[src/rtl/hazard_controller_if.sv]
// Bundle of hazard-detection inputs and pipeline-control outputs shared
// between the decode/execute stages and the hazard controller.
interface hazard_if #(
    parameter int CNT_W = 16
);
    logic             ex_mem_read;
    logic             ex_wb;
    logic [2:0]       ex_rdst_addr;
    logic [2:0]       id_rsrc_addr;
    logic [2:0]       id_rdst_addr;
    logic             id_uses_rsrc;
    logic             id_uses_rdst;
    logic             id_is_call;
    logic             id_is_ret;
    logic             branch_taken;

    logic             stall_pc;
    logic             stall_if_id;
    logic             stall_id_ie;
    logic             flush_if_id;
    logic             flush_id_ie;
    logic             load_use_case;
    logic             fwd_pc_high_call;
    logic             fwd_pc_low_call;
    logic [CNT_W-1:0] stall_count;

    // Pipeline side: supplies decode/execute status, consumes controls.
    modport master (
        output ex_mem_read, ex_wb, ex_rdst_addr, id_rsrc_addr, id_rdst_addr,
               id_uses_rsrc, id_uses_rdst, id_is_call, id_is_ret, branch_taken,
        input  stall_pc, stall_if_id, stall_id_ie, flush_if_id, flush_id_ie,
               load_use_case, fwd_pc_high_call, fwd_pc_low_call, stall_count
    );

    // Controller side.
    modport slave (
        input  ex_mem_read, ex_wb, ex_rdst_addr, id_rsrc_addr, id_rdst_addr,
               id_uses_rsrc, id_uses_rdst, id_is_call, id_is_ret, branch_taken,
        output stall_pc, stall_if_id, stall_id_ie, flush_if_id, flush_id_ie,
               load_use_case, fwd_pc_high_call, fwd_pc_low_call, stall_count
    );
endinterface

[src/rtl/hazard_controller.sv]
// Central sequencer for the IF/ID and ID/IE buffers: load-use bubbles,
// two-cycle PC push for CALL, RET fetch freeze, branch flush, and a
// saturating stall-cycle counter.
module hazard_controller #(
    parameter int RET_BUBBLES = 3,
    parameter int CNT_W       = 16
) (
    input  logic    clk,
    input  logic    rst,
    hazard_if.slave hz
);

    typedef enum logic [2:0] {
        IDLE     = 3'd0,
        LDSTALL  = 3'd1,
        CALL_HI  = 3'd2,
        CALL_LO  = 3'd3,
        RET_WAIT = 3'd4
    } state_t;

    // RET_WAIT lasts ret_cnt+1 cycles, so load one less than the bubble count.
    localparam logic [2:0] RET_LOAD = 3'(RET_BUBBLES - 1);

    state_t           state_q, state_d;
    logic [2:0]       ret_cnt_q, ret_cnt_d;
    logic [CNT_W-1:0] stall_count_q, stall_count_d;

    logic lu_hazard;
    logic stall_pc;
    logic stall_if_id;
    logic stall_id_ie;
    logic flush_if_id;
    logic flush_id_ie;
    logic load_use_case;
    logic fwd_pc_high_call;
    logic fwd_pc_low_call;

    function automatic logic [CNT_W-1:0] sat_inc(input logic [CNT_W-1:0] v);
        return (&v) ? v : v + CNT_W'(1);
    endfunction

    // Load-use: a load in EX writes a register the ID instruction reads.
    always_comb begin
        lu_hazard = hz.ex_mem_read & hz.ex_wb &
                    ((hz.id_uses_rsrc & (hz.id_rsrc_addr == hz.ex_rdst_addr)) |
                     (hz.id_uses_rdst & (hz.id_rdst_addr == hz.ex_rdst_addr)));
    end

    // Next-state and control outputs; branch outranks everything, an active
    // CALL/RET sequence outranks new hazards and new CALL/RET decodes.
    always_comb begin
        state_d          = state_q;
        ret_cnt_d        = ret_cnt_q;
        stall_pc         = 1'b0;
        stall_if_id      = 1'b0;
        flush_if_id      = 1'b0;
        flush_id_ie      = 1'b0;
        load_use_case    = 1'b0;
        fwd_pc_high_call = 1'b0;
        fwd_pc_low_call  = 1'b0;

        if (hz.branch_taken) begin
            flush_if_id = 1'b1;
            flush_id_ie = 1'b1;
            state_d     = IDLE;
            ret_cnt_d   = 3'd0;
        end else begin
            case (state_q)
                CALL_HI: begin
                    stall_pc         = 1'b1;
                    stall_if_id      = 1'b1;
                    fwd_pc_high_call = 1'b1;
                    state_d          = CALL_LO;
                end
                CALL_LO: begin
                    stall_pc        = 1'b1;
                    stall_if_id     = 1'b1;
                    fwd_pc_low_call = 1'b1;
                    flush_if_id     = 1'b1;
                    state_d         = IDLE;
                end
                RET_WAIT: begin
                    stall_pc    = 1'b1;
                    flush_if_id = 1'b1;
                    if (ret_cnt_q == 3'd0) begin
                        state_d = IDLE;
                    end else begin
                        ret_cnt_d = ret_cnt_q - 3'd1;
                    end
                end
                default: begin
                    // IDLE and LDSTALL both accept new hazards and decodes;
                    // LDSTALL additionally tells ID/IE the load result is
                    // now forwardable.
                    load_use_case = (state_q == LDSTALL);
                    state_d       = IDLE;
                    if (lu_hazard) begin
                        stall_pc    = 1'b1;
                        stall_if_id = 1'b1;
                        flush_id_ie = 1'b1;
                        state_d     = LDSTALL;
                    end else if (hz.id_is_call) begin
                        stall_pc    = 1'b1;
                        stall_if_id = 1'b1;
                        state_d     = CALL_HI;
                    end else if (hz.id_is_ret) begin
                        stall_pc    = 1'b1;
                        stall_if_id = 1'b1;
                        ret_cnt_d   = RET_LOAD;
                        state_d     = RET_WAIT;
                    end
                end
            endcase
        end

        // ID/IE holds the CALL only while both PC halves are being forwarded.
        stall_id_ie = stall_if_id & ~flush_id_ie &
                      ((state_q == CALL_HI) | (state_q == CALL_LO));

        stall_count_d = stall_pc ? sat_inc(stall_count_q) : stall_count_q;
    end

    // State, RET counter and stall counter registers.
    always_ff @(posedge clk or posedge rst) begin
        if (rst) begin
            state_q       <= IDLE;
            ret_cnt_q     <= 3'd0;
            stall_count_q <= '0;
        end else begin
            state_q       <= state_d;
            ret_cnt_q     <= ret_cnt_d;
            stall_count_q <= stall_count_d;
        end
    end

    assign hz.stall_pc         = stall_pc;
    assign hz.stall_if_id      = stall_if_id;
    assign hz.stall_id_ie      = stall_id_ie;
    assign hz.flush_if_id      = flush_if_id;
    assign hz.flush_id_ie      = flush_id_ie;
    assign hz.load_use_case    = load_use_case;
    assign hz.fwd_pc_high_call = fwd_pc_high_call;
    assign hz.fwd_pc_low_call  = fwd_pc_low_call;
    assign hz.stall_count      = stall_count_q;

endmodule

[src/flat_wrapper.sv]
// flat-port wrapper written by rule: the top's interface ports become plain ports
module hazard_controller_flat 
#(
    parameter int RET_BUBBLES = 3,
    parameter int CNT_W       = 16
)
  (clk, rst, hz_ex_mem_read, hz_ex_wb, hz_ex_rdst_addr, hz_id_rsrc_addr, hz_id_rdst_addr, hz_id_uses_rsrc, hz_id_uses_rdst, hz_id_is_call, hz_id_is_ret, hz_branch_taken, hz_stall_pc, hz_stall_if_id, hz_stall_id_ie, hz_flush_if_id, hz_flush_id_ie, hz_load_use_case, hz_fwd_pc_high_call, hz_fwd_pc_low_call, hz_stall_count);
  hazard_if #(.CNT_W(CNT_W)) hz_i ();
  input  logic clk;
  input  logic rst;
  input wire logic [$bits(hz_i.ex_mem_read)-1:0] hz_ex_mem_read;
  input wire logic [$bits(hz_i.ex_wb)-1:0] hz_ex_wb;
  input wire logic [$bits(hz_i.ex_rdst_addr)-1:0] hz_ex_rdst_addr;
  input wire logic [$bits(hz_i.id_rsrc_addr)-1:0] hz_id_rsrc_addr;
  input wire logic [$bits(hz_i.id_rdst_addr)-1:0] hz_id_rdst_addr;
  input wire logic [$bits(hz_i.id_uses_rsrc)-1:0] hz_id_uses_rsrc;
  input wire logic [$bits(hz_i.id_uses_rdst)-1:0] hz_id_uses_rdst;
  input wire logic [$bits(hz_i.id_is_call)-1:0] hz_id_is_call;
  input wire logic [$bits(hz_i.id_is_ret)-1:0] hz_id_is_ret;
  input wire logic [$bits(hz_i.branch_taken)-1:0] hz_branch_taken;
  output wire logic [$bits(hz_i.stall_pc)-1:0] hz_stall_pc;
  output wire logic [$bits(hz_i.stall_if_id)-1:0] hz_stall_if_id;
  output wire logic [$bits(hz_i.stall_id_ie)-1:0] hz_stall_id_ie;
  output wire logic [$bits(hz_i.flush_if_id)-1:0] hz_flush_if_id;
  output wire logic [$bits(hz_i.flush_id_ie)-1:0] hz_flush_id_ie;
  output wire logic [$bits(hz_i.load_use_case)-1:0] hz_load_use_case;
  output wire logic [$bits(hz_i.fwd_pc_high_call)-1:0] hz_fwd_pc_high_call;
  output wire logic [$bits(hz_i.fwd_pc_low_call)-1:0] hz_fwd_pc_low_call;
  output wire logic [$bits(hz_i.stall_count)-1:0] hz_stall_count;
  assign hz_i.ex_mem_read = hz_ex_mem_read;
  assign hz_i.ex_wb = hz_ex_wb;
  assign hz_i.ex_rdst_addr = hz_ex_rdst_addr;
  assign hz_i.id_rsrc_addr = hz_id_rsrc_addr;
  assign hz_i.id_rdst_addr = hz_id_rdst_addr;
  assign hz_i.id_uses_rsrc = hz_id_uses_rsrc;
  assign hz_i.id_uses_rdst = hz_id_uses_rdst;
  assign hz_i.id_is_call = hz_id_is_call;
  assign hz_i.id_is_ret = hz_id_is_ret;
  assign hz_i.branch_taken = hz_branch_taken;
  assign hz_stall_pc = hz_i.stall_pc;
  assign hz_stall_if_id = hz_i.stall_if_id;
  assign hz_stall_id_ie = hz_i.stall_id_ie;
  assign hz_flush_if_id = hz_i.flush_if_id;
  assign hz_flush_id_ie = hz_i.flush_id_ie;
  assign hz_load_use_case = hz_i.load_use_case;
  assign hz_fwd_pc_high_call = hz_i.fwd_pc_high_call;
  assign hz_fwd_pc_low_call = hz_i.fwd_pc_low_call;
  assign hz_stall_count = hz_i.stall_count;
  hazard_controller #(.RET_BUBBLES(RET_BUBBLES), .CNT_W(CNT_W)) u_core (.clk(clk), .rst(rst), .hz(hz_i));
endmodule
[config.mk]
export PLATFORM = sky130hd
export DESIGN_NAME = hazard_controller_flat
export DESIGN_NICKNAME = d
export VERILOG_FILES = /design/src/rtl/hazard_controller_if.sv /design/src/rtl/hazard_controller.sv /design/src/flat_wrapper.sv
export SDC_FILE = /design/constraint.sdc
export NUM_CORES = 1
export LEC_CHECK = 0
export ABC_CLOCK_PERIOD_IN_PS = 1900
export CAP_MARGIN = 5
export CORE_MARGIN = 4
export CORE_UTILIZATION = 36
export DETAILED_ROUTE_END_ITERATION = 8
export HOLD_SLACK_MARGIN = 0.12
export PLACE_DENSITY = 0.68
export SKIP_LAST_GASP = 1
export SLEW_MARGIN = 5
export SYNTH_ARGS = -nofsm -noshare
export SYNTH_HDL_FRONTEND = slang
export SYNTH_SLANG_ARGS = --single-unit
export TNS_END_PERCENT = 50
[constraint.sdc]
create_clock -name clk -period 1.9 [get_ports clk]
set_clock_uncertainty 0.1 [all_clocks]
set_input_delay 0.38 -clock clk [delete_from_list [all_inputs] [get_ports clk]]
set_output_delay 0.38 -clock clk [all_outputs]
set_load 0.01 [all_outputs]
* After elaboration in Yosys (flattened, before gate mapping)
Index checks and enable logic that the tools add are counted.
W data, S select, Z words.
** Word-level totals
- Flip-flop bits (word level) :: 22
- Bits of input ports :: 18
- Output and inout port bits :: 24
- Logic and storage cells :: 64
** Cells by class
- Add/subtract/negate cells :: 2
- Eq/ne operators :: 11
- Multiplexer cells :: 30
- Bitwise logic cells :: 10
- Reductions and logical operators :: 8
** Operator list (count)
- $mux W3 :: 10
- $mux W1 :: 17
- $add A16 B1 Y16 const B :: 1
- $reduce_and A16 Y1 :: 1
- $pmux W3 S3 :: 1
- $and A1 B1 Y1 :: 6
- $eq A3 B2 Y1 const B :: 2
- $eq A3 B3 Y1 :: 2
- $ne A3 B3 Y1 const B :: 2
- $pmux W3 S2 :: 1
- $reduce_and A5 Y1 :: 1
- $reduce_or A2 Y1 :: 2
- $eq A3 B1 Y1 const B :: 1
- $eq A3 B3 Y1 const B :: 1
- $logic_not A3 Y1 :: 1
- $ne A3 B1 Y1 const B :: 1
- $ne A3 B2 Y1 const B :: 1
- $reduce_bool A3 Y1 :: 1
- $reduce_or A3 Y1 :: 1
- $sub A3 B1 Y3 const B :: 1
- $ne A2 B1 Y1 const B :: 1
- $not A1 Y1 :: 2
- $or A1 B1 Y1 :: 2
- $pmux W1 S2 :: 1
- $reduce_and A2 Y1 :: 1

* Depth between registers and ports, before layout
- Word-level depth :: 10
- Gate-level depth with buffers :: 8
- Mapped depth without buffers :: 8

* Worst setup path after synthesis
No wires, ideal clock.
- Path kind :: register to register
- From :: register u_core.stall_count_q[0] (netlist: u_core.hz.stall_count[0])
- To :: register u_core.stall_count_q[3] (netlist: u_core.hz.stall_count[3])
- Setup time :: 0.126 ns
- Data arrival time :: 1.762 ns
- Data required time :: 1.674 ns
- Setup slack :: -0.088 ns
- Cell stages (with the launch flop) :: 8
- Buffers on the path :: 1
- Clock period less this slack :: 1.988 ns
- Cells stage by stage :: dfrtp_1 > ha_1 > and4_4 > and3_4 > a211oi_4 > buf_6 > nand4_1 > xnor2_1
** Between the ends
- Longest elaborated chain between the ends :: 3
- Elaborated cells between the ends (all ways) :: 4
- Classes of those cells :: add/sub (1); bitwise (1); reduce/logical (2)
** RTL lines
- from (decl) :: RTL line hazard_controller.sv:26 : logic [CNT_W-1:0] stall_count_q, stall_count_d;
- from (signal assigned) :: RTL line hazard_controller.sv:132 : stall_count_q <= stall_count_d;
- parallel branches: the longest is 3 deep, another holds $add A16 B1 Y16
Several ways; the timed one is not identified.
A chain may end at the register's enable or synchronous reset.

* Worst setup path after layout
- From :: register u_core.state_q[2]
- To :: output port hz_stall_pc
** Between the ends
- Longest elaborated chain between the ends :: 4
- Elaborated cells between the ends (all ways) :: 6
- Classes of those cells :: eq/ne (3); mux (2); reduce/logical (1)
** RTL lines
- from (decl) :: RTL line hazard_controller.sv:24 : state_t state_q, state_d;
- from (signal assigned) :: RTL line hazard_controller.sv:130 : state_q <= state_d;
- $eq A3 B3 Y1 / $eq A3 B2 Y1 (equally long branches) :: RTL line hazard_controller.sv:68 : case (state_q)
- $reduce_or A3 Y1 (no source line) *
- $mux W1 * :: RTL line hazard_controller.sv:68
- $mux W1 * :: RTL line hazard_controller.sv:62 : if (hz.branch_taken) begin
- to (decl) :: RTL line flat_wrapper.sv:21 : output wire logic [$bits(hz_i.stall_pc)-1:0] hz_stall_pc;
Every way passes the cells marked *; elsewhere a longest branch is shown, timed or not.

==> flow_summary.toml <==
[status]
status = "finished, violations left"
violations = "setup timing"

[cells_and_area]
drive_gt1_share_pct = 37.7
antenna_cells = 0
final_area_sq_um = 2180
finalNetCount = 226
regArea_sq_um = 552
fillCellCount = 288
fin_cells = 250
multi_input_area_sq_um = 783
syn2layout_area_growth_pct = 73.1
utilization_pct = 64.7

[yosys]
yosys.area.top_type_share_pct = 43.8
yosysSeqAreaShare_pct = 43.8
yosysTopAreaCell = "dfrtp_1"
yosys-top-cells-area = "dfrtp_1 (44%), xnor2_1 (13%), nand4_1 (4.5%)"
synth_nets = 143
ys_types = 33
syn_inst = 122
syn-cell-area_sq_um = 1260
yosys_warnings = 0
ys_ff_latch = 22
synth.avg_cell_area_sq_um = 10.3

[setup_path]
cp_max_fo = 3
path_cells = "nor2b_4 -> and2b_2 -> nor4_4 -> a21oi_2 -> buf_4 -> buf_6"
cp_data_arrival_time_ps = 1630
max_stage_delay_ps = 400
crit_type = "reg -> out"
endpoint_kind = "output port"
startpoint_type = "flop"
crit_required_ps = 1420
slowest_stage = "dfrtp_1"

[power]
powerDensity_nw_per_um2 = 778
p_leak_nw = 0.995
clockPowerShare_pct = 21.6
p_sw_mw = 0.509
power_frac_comb_pct = 43.0
p_int_mw = 1.19
seq_power_share_pct = 35.4
vdd_drop_max_mv = 0.747
sw_frac_of_total_pct = 30.0

[worst_hold_path]
worstHoldPathType = "in -> async"

[cts]
ctsHoldBuffers = 0
cts_tree = "built"
cts_buffer_depth = 2
cts.sinks = 22
cts-htree-levels = 1
clk_pin_slew_ps = 130
cts_root_buf = "clkbuf_4"
clock_latency_ps = 320
cts_buffers = 3

[global_route]
grt_pass1_wl_microns = 5560
grt-ovfl-total = 0
grt_pass1_vias = 1191
grt_start_max_net_pins = 16
antenna_found_initial = 0
track_usage_pct = 16.3

[placement]
place_ws_ps = -795
portBuffers = 41
place_area_sq_um = 1950
hpwl_microns = 2600
place_congestion = 0.795
dp.cells = 237

[timing]
setup_viol = 14
rsz0062_at_grt = "yes"
maxSlewViolCount = 0
final-hold-violation-count = 0
min_period_over_period_pct = 111
slew_headroom_pct = 60.0
timing.fmax_mhz = 474
worstMarginPinSlew_ps = 598
finalWorstSetupSlack_ps = -209
fin_crit_ps = 2110

[die]
coreArea_sq_um = 3360
dieWidth_microns = 67.1
die_area_sq_um = 4500
row_count = 21
io_pins = 42
die_y_microns = 67.1
start_util_pct = 37.4

[routing]
highest_layer = "met4"
drcViolationCount = 0
wl_met2_microns = 2000
wl_microns = 3710
drt_iter0_markers = 25
dr.pass1.iters = 4
wl_per_cell_microns = 14.8
vias = 1236
detail-route-antenna-nets = 0
dr_wl_met3_microns = 188
met1Wirelength_microns = 1480
via_per_inst = 4.94

[run]
maxCapViolations = 0
flip-flops by register name, summed over array words and instances (netlist names):
signal	cells
u_core.hz.stall_count	16
u_core.state_q	3
u_core.ret_cnt_q	3
cells in the mapped netlist:
master	number
dfrtp_1	22
xnor2_1	18
nand4_1	9
nor2_1	9
nand3_1	7
nand2_1	6
a21oi_1	5
inv_1	5
and3_1	4
ha_1	3
nor2b_1	3
a21o_1	2
and2_1	2
and3_4	2
and4_4	2
mux2_1	2
nand2b_1	2
nor3_1	2
nor4b_1	2
o21ai_1	2
a211oi_4	1
a21oi_2	1
a221oi_1	1
and2b_2	1
buf_6	1
clkbuf_1	1
mux2i_1	1
nand3b_1	1
nor4_4	1
o21bai_1	1
o31ai_1	1
or2b_1	1
xor2_1	1
worst max-delay path: cells and delay by family, from the launching register on:
| family | cells | cell delay, ps |
|---|---|---|
| flops | 1 | 400 |
| buf+inv | 2 | 270 |
| simple gates | 3 | 540 |
| compound gates | 1 | 100 |
through the flow:
step	TNS (ps)	total power [mW]	hold WS (ps)
after floorplan	0	0.871	269
after global placement	-11590	1.23	392
after detailed placement	-12950	1.25	398
after CTS	-1140	1.65	180
after global routing	-2730	1.80	178
final	-1320	1.69	180
logic make-up after synthesis:
logic type               after synthesis  synth area share (%)
adder cells (fa/ha/maj)                3                  2.99
buffers and inverters                  7                  2.69
AO/OA/AOI/OAI                         14                  8.16
AND/OR/NAND/NOR                       54                  26.6
multiplexers                           3                  2.59
XOR/XNOR                              19                  13.2
flip-flops                            22                  43.8
power groups by stage:
stage / logic, mW / clock network [mW] / registers [mW]
detailed placement: 0.645 / 0 / 0.609
finish: 0.728 / 0.367 / 0.599
CTS: 0.679 / 0.376 / 0.600
floorplan: 0.199 / 0 / 0.672
global placement: 0.630 / 0 / 0.602
global route: 0.792 / 0.395 / 0.613
path summary, 6_finish.rpt:
kind | from | endpoint | slack, ps | cells after the start
min in group clk | u_core.hz.stall_count[15] | u_core.hz.stall_count[15] | 400 | 1
hold / removal | rst | u_core.hz.stall_count[5] | 180 | 2
setup reg to reg | u_core.hz.stall_count[0] | u_core.hz.stall_count[13] | -90 | 8
hold reg to reg | u_core.hz.stall_count[15] | u_core.hz.stall_count[15] | 400 | 1
max in group asynchronous | rst | u_core.hz.stall_count[12] | 1000 | 3
setup / recovery | u_core.state_q[2] | hz_stall_pc | -210 | 6
cell type report:
class | count | area share (%)
inverter | 5 | 0.862
clock inverter | 1 | 1.38
sequential | 22 | 25.3
multi-input combinational | 93 | 36.0
timing repair buffer | 80 | 32.8
clock buffer | 3 | 1.03
tap | 46 | 2.64
placed cells by master, fill, tap and decap left out, types with 2 or more instances in the layout:
cell type,instances
buf_4,33
clkdlybuf4s50_1,21
dfrtp_1,21
xnor2_1,16
nand4_1,9
nor2_1,8
dlygate4sd2_1,8
buf_2,6
buf_6,6
a21oi_1,5
inv_1,5
and3_1,4
clkdlybuf4s15_1,4
nand2_1,3
nand3_1,3
clkbuf_4,3
nor2b_4,2
a21o_1,2
and4_4,2
and3_4,2
nor4b_1,2
nor3_1,2
nand3_2,2
nand2_4,2
xnor2_2,2
and2_1,2
nand3_4,2
ha_1,2
metal layers:
metal	track usage, %	vias to the layer above
li1	-	595
met1	20.1	599
met2	27.5	37
met3	3.88	5
met4	6.08	0
met5	0	-
timing repair:
action,in CTS,in global routing
endpoints found under the setup margin,24,32
cloned,1,0
buffers inserted,5,6
gates resized for setup,55,25
pin swaps,15,13
Note: power is estimated with default switching activity, not from simulation.
==> edit (config.mk and constraints unchanged) <==
The 5 states of `state_t` get a Gray code encoding in 3 bits.
--- a/src/rtl/hazard_controller.sv
+++ b/src/rtl/hazard_controller.sv
@@ -12,9 +12,9 @@
 
     typedef enum logic [2:0] {
-        IDLE     = 3'd0,
-        LDSTALL  = 3'd1,
-        CALL_HI  = 3'd2,
-        CALL_LO  = 3'd3,
-        RET_WAIT = 3'd4
+        IDLE     = 3'b000,
+        LDSTALL  = 3'b001,
+        CALL_HI  = 3'b011,
+        CALL_LO  = 3'b010,
+        RET_WAIT = 3'b110
     } state_t;
 
Formal check against the unedited RTL: no difference found for any inputs over 10 cycles, from zero or initial values and one cycle with rst high; not proved beyond that.
==> edit against the unedited design <==
The run still ends with setup timing left; sequential cell count unchanged; largest power group unchanged; power up 15%; combinational power increased by 36%; routed wire length rose by 19%; synthesized area up 16%; worst setup slack better by 0.18 ns; cell area is 8.2% higher; via count rose by 25%.
==> edit: results (changes against the unedited design) <==
{| class="wikitable"
! Metric !! Value
|-
| Via count of the first global-routing pass || 1632 (+37%)
|-
| Register area || 554 sq um (+0.45%)
|-
| Worst VDD drop || 310 uV (-58%)
|-
| Clock transition at the registers of the reported paths || 0.08 ns (-0.05 ns)
|-
| Mapped Nets || 177 (+24%)
|-
| Most area-consuming cells after synthesis || dfrtp_1, xor2_1, a211oi_1
|-
| R2R depth || 7 (-1)
|-
| Data arrival time of the critical path || 1.98 ns (+0.35 ns)
|-
| Clock net power || 0.306 mW (-17%)
|-
| Via count of the routed design || 1545 (+25%)
|-
| First-pass GRT wire length || 7090 um (+27%)
|-
| Status || finished with violations
|-
| Inverters excl. clock || 7 (+2)
|-
| Clock buffer count || 4 (+1)
|-
| Synth unique cells || 38 (+15%)
|-
| Area of the die || 5120 sq um (+14%)
|-
| Post_cts resized || 71 (+29%)
|-
| Detail Placement HPWL || 3250 um (+25%)
|-
| Final-layout fill cell count || 317 (+10%)
|-
| Worst Hold Margin || 0.351 ns (+0.172 ns)
|-
| Placed cell areas || 2220 sq um (+14%)
|-
| Number of setup violations in the final report || 3 (-11)
|-
| Initial DRC Count || 140 (+460%)
|-
| Post-layout nets || 263 (+16%)
|-
| Capturing instance or port of the critical path || u_core.ret_cnt_q[2]
|-
| Routed length per instance || 15.2 um (+2.7%)
|-
| Kind of cell with the highest combined delay on the critical path || compound AO/OA/AOI/OAI gates
|-
| Overall track demand over capacity in global routing || 0.171 (+0.00751)
|-
| Sequential group power || 0.655 mW (+9.3%)
|-
| Total power || 1.95 mW (+15%)
|-
| Non-clock buffer share of cell area || 0.307 (-0.0206)
|-
| Clk_lat worst skew || 0.26 ns (-0.06 ns)
|-
| Leak || 1.06 nW (+6.2%)
|-
| Destination of the worst register-to-register timing path || u_core.ret_cnt_q[2]
|-
| Total negative slack || -0.0501 ns (+1.27 ns)
|-
| Post-CTS setup buffers || 3 (-2)
|-
| Comb_multi_in || 119 (+28%)
|-
| Clock tree root buffer cell || clkbuf_8
|-
| Relative area of clock buffers and inverters in the final design || 0.0191 (-0.00502)
|-
| Top cells by instance count after synthesis || dfrtp_1, xor2_1, nor2_1
|-
| Largest fanout on the critical path || 4 (+1)
|-
| First element of the critical path || u_core.ret_cnt_q[1]
|-
| Final worst slack || -0.0246 ns (+0.184 ns)
|-
| Tightest Pin Transition || 0.407 ns (-0.191 ns)
|-
| Global placer's final weighted congestion || 0.822 (+3.4%)
|-
| Failing checks || setup timing
|}
==> edit: changes by cell type after synthesis, moves of 5 or more <==
cell / before / now
nor3_1: 2 / 7
o2111ai_1: 0 / 5
clkbuf_1: 1 / 8
a211oi_1: 0 / 11
xnor2_1: 18 / 6
xor2_1: 1 / 14
==> edit: cells by family after synthesis <==
kind of cell             Yosys count  synth area share
buffers and inverters             16            0.0465
adder cells (fa/ha/maj)            3            0.0258
XOR/XNOR                          20             0.121
AO/OA/AOI/OAI                     40             0.213
AND/OR/NAND/NOR                   53             0.197
flip-flops                        22             0.379
multiplexers                       2            0.0181
==> edit: metrics by stage <==
step / setup slack (ns) / std cells
after detailed placement: -0.862 / 279
after floorplan: -0.116 / 156
after global routing: -0.124 / 289
after CTS: -0.0875 / 287
final: -0.0246 / 289
after global placement: -0.828 / 279
==> edit: routing by layer <==
metal  wire [um]  part of all wire  track usage
met5           0                 0            0
met4          46             0.010       0.0459
met3         151             0.034       0.0252
met2        2480              0.56        0.341
met1        1730              0.39        0.182
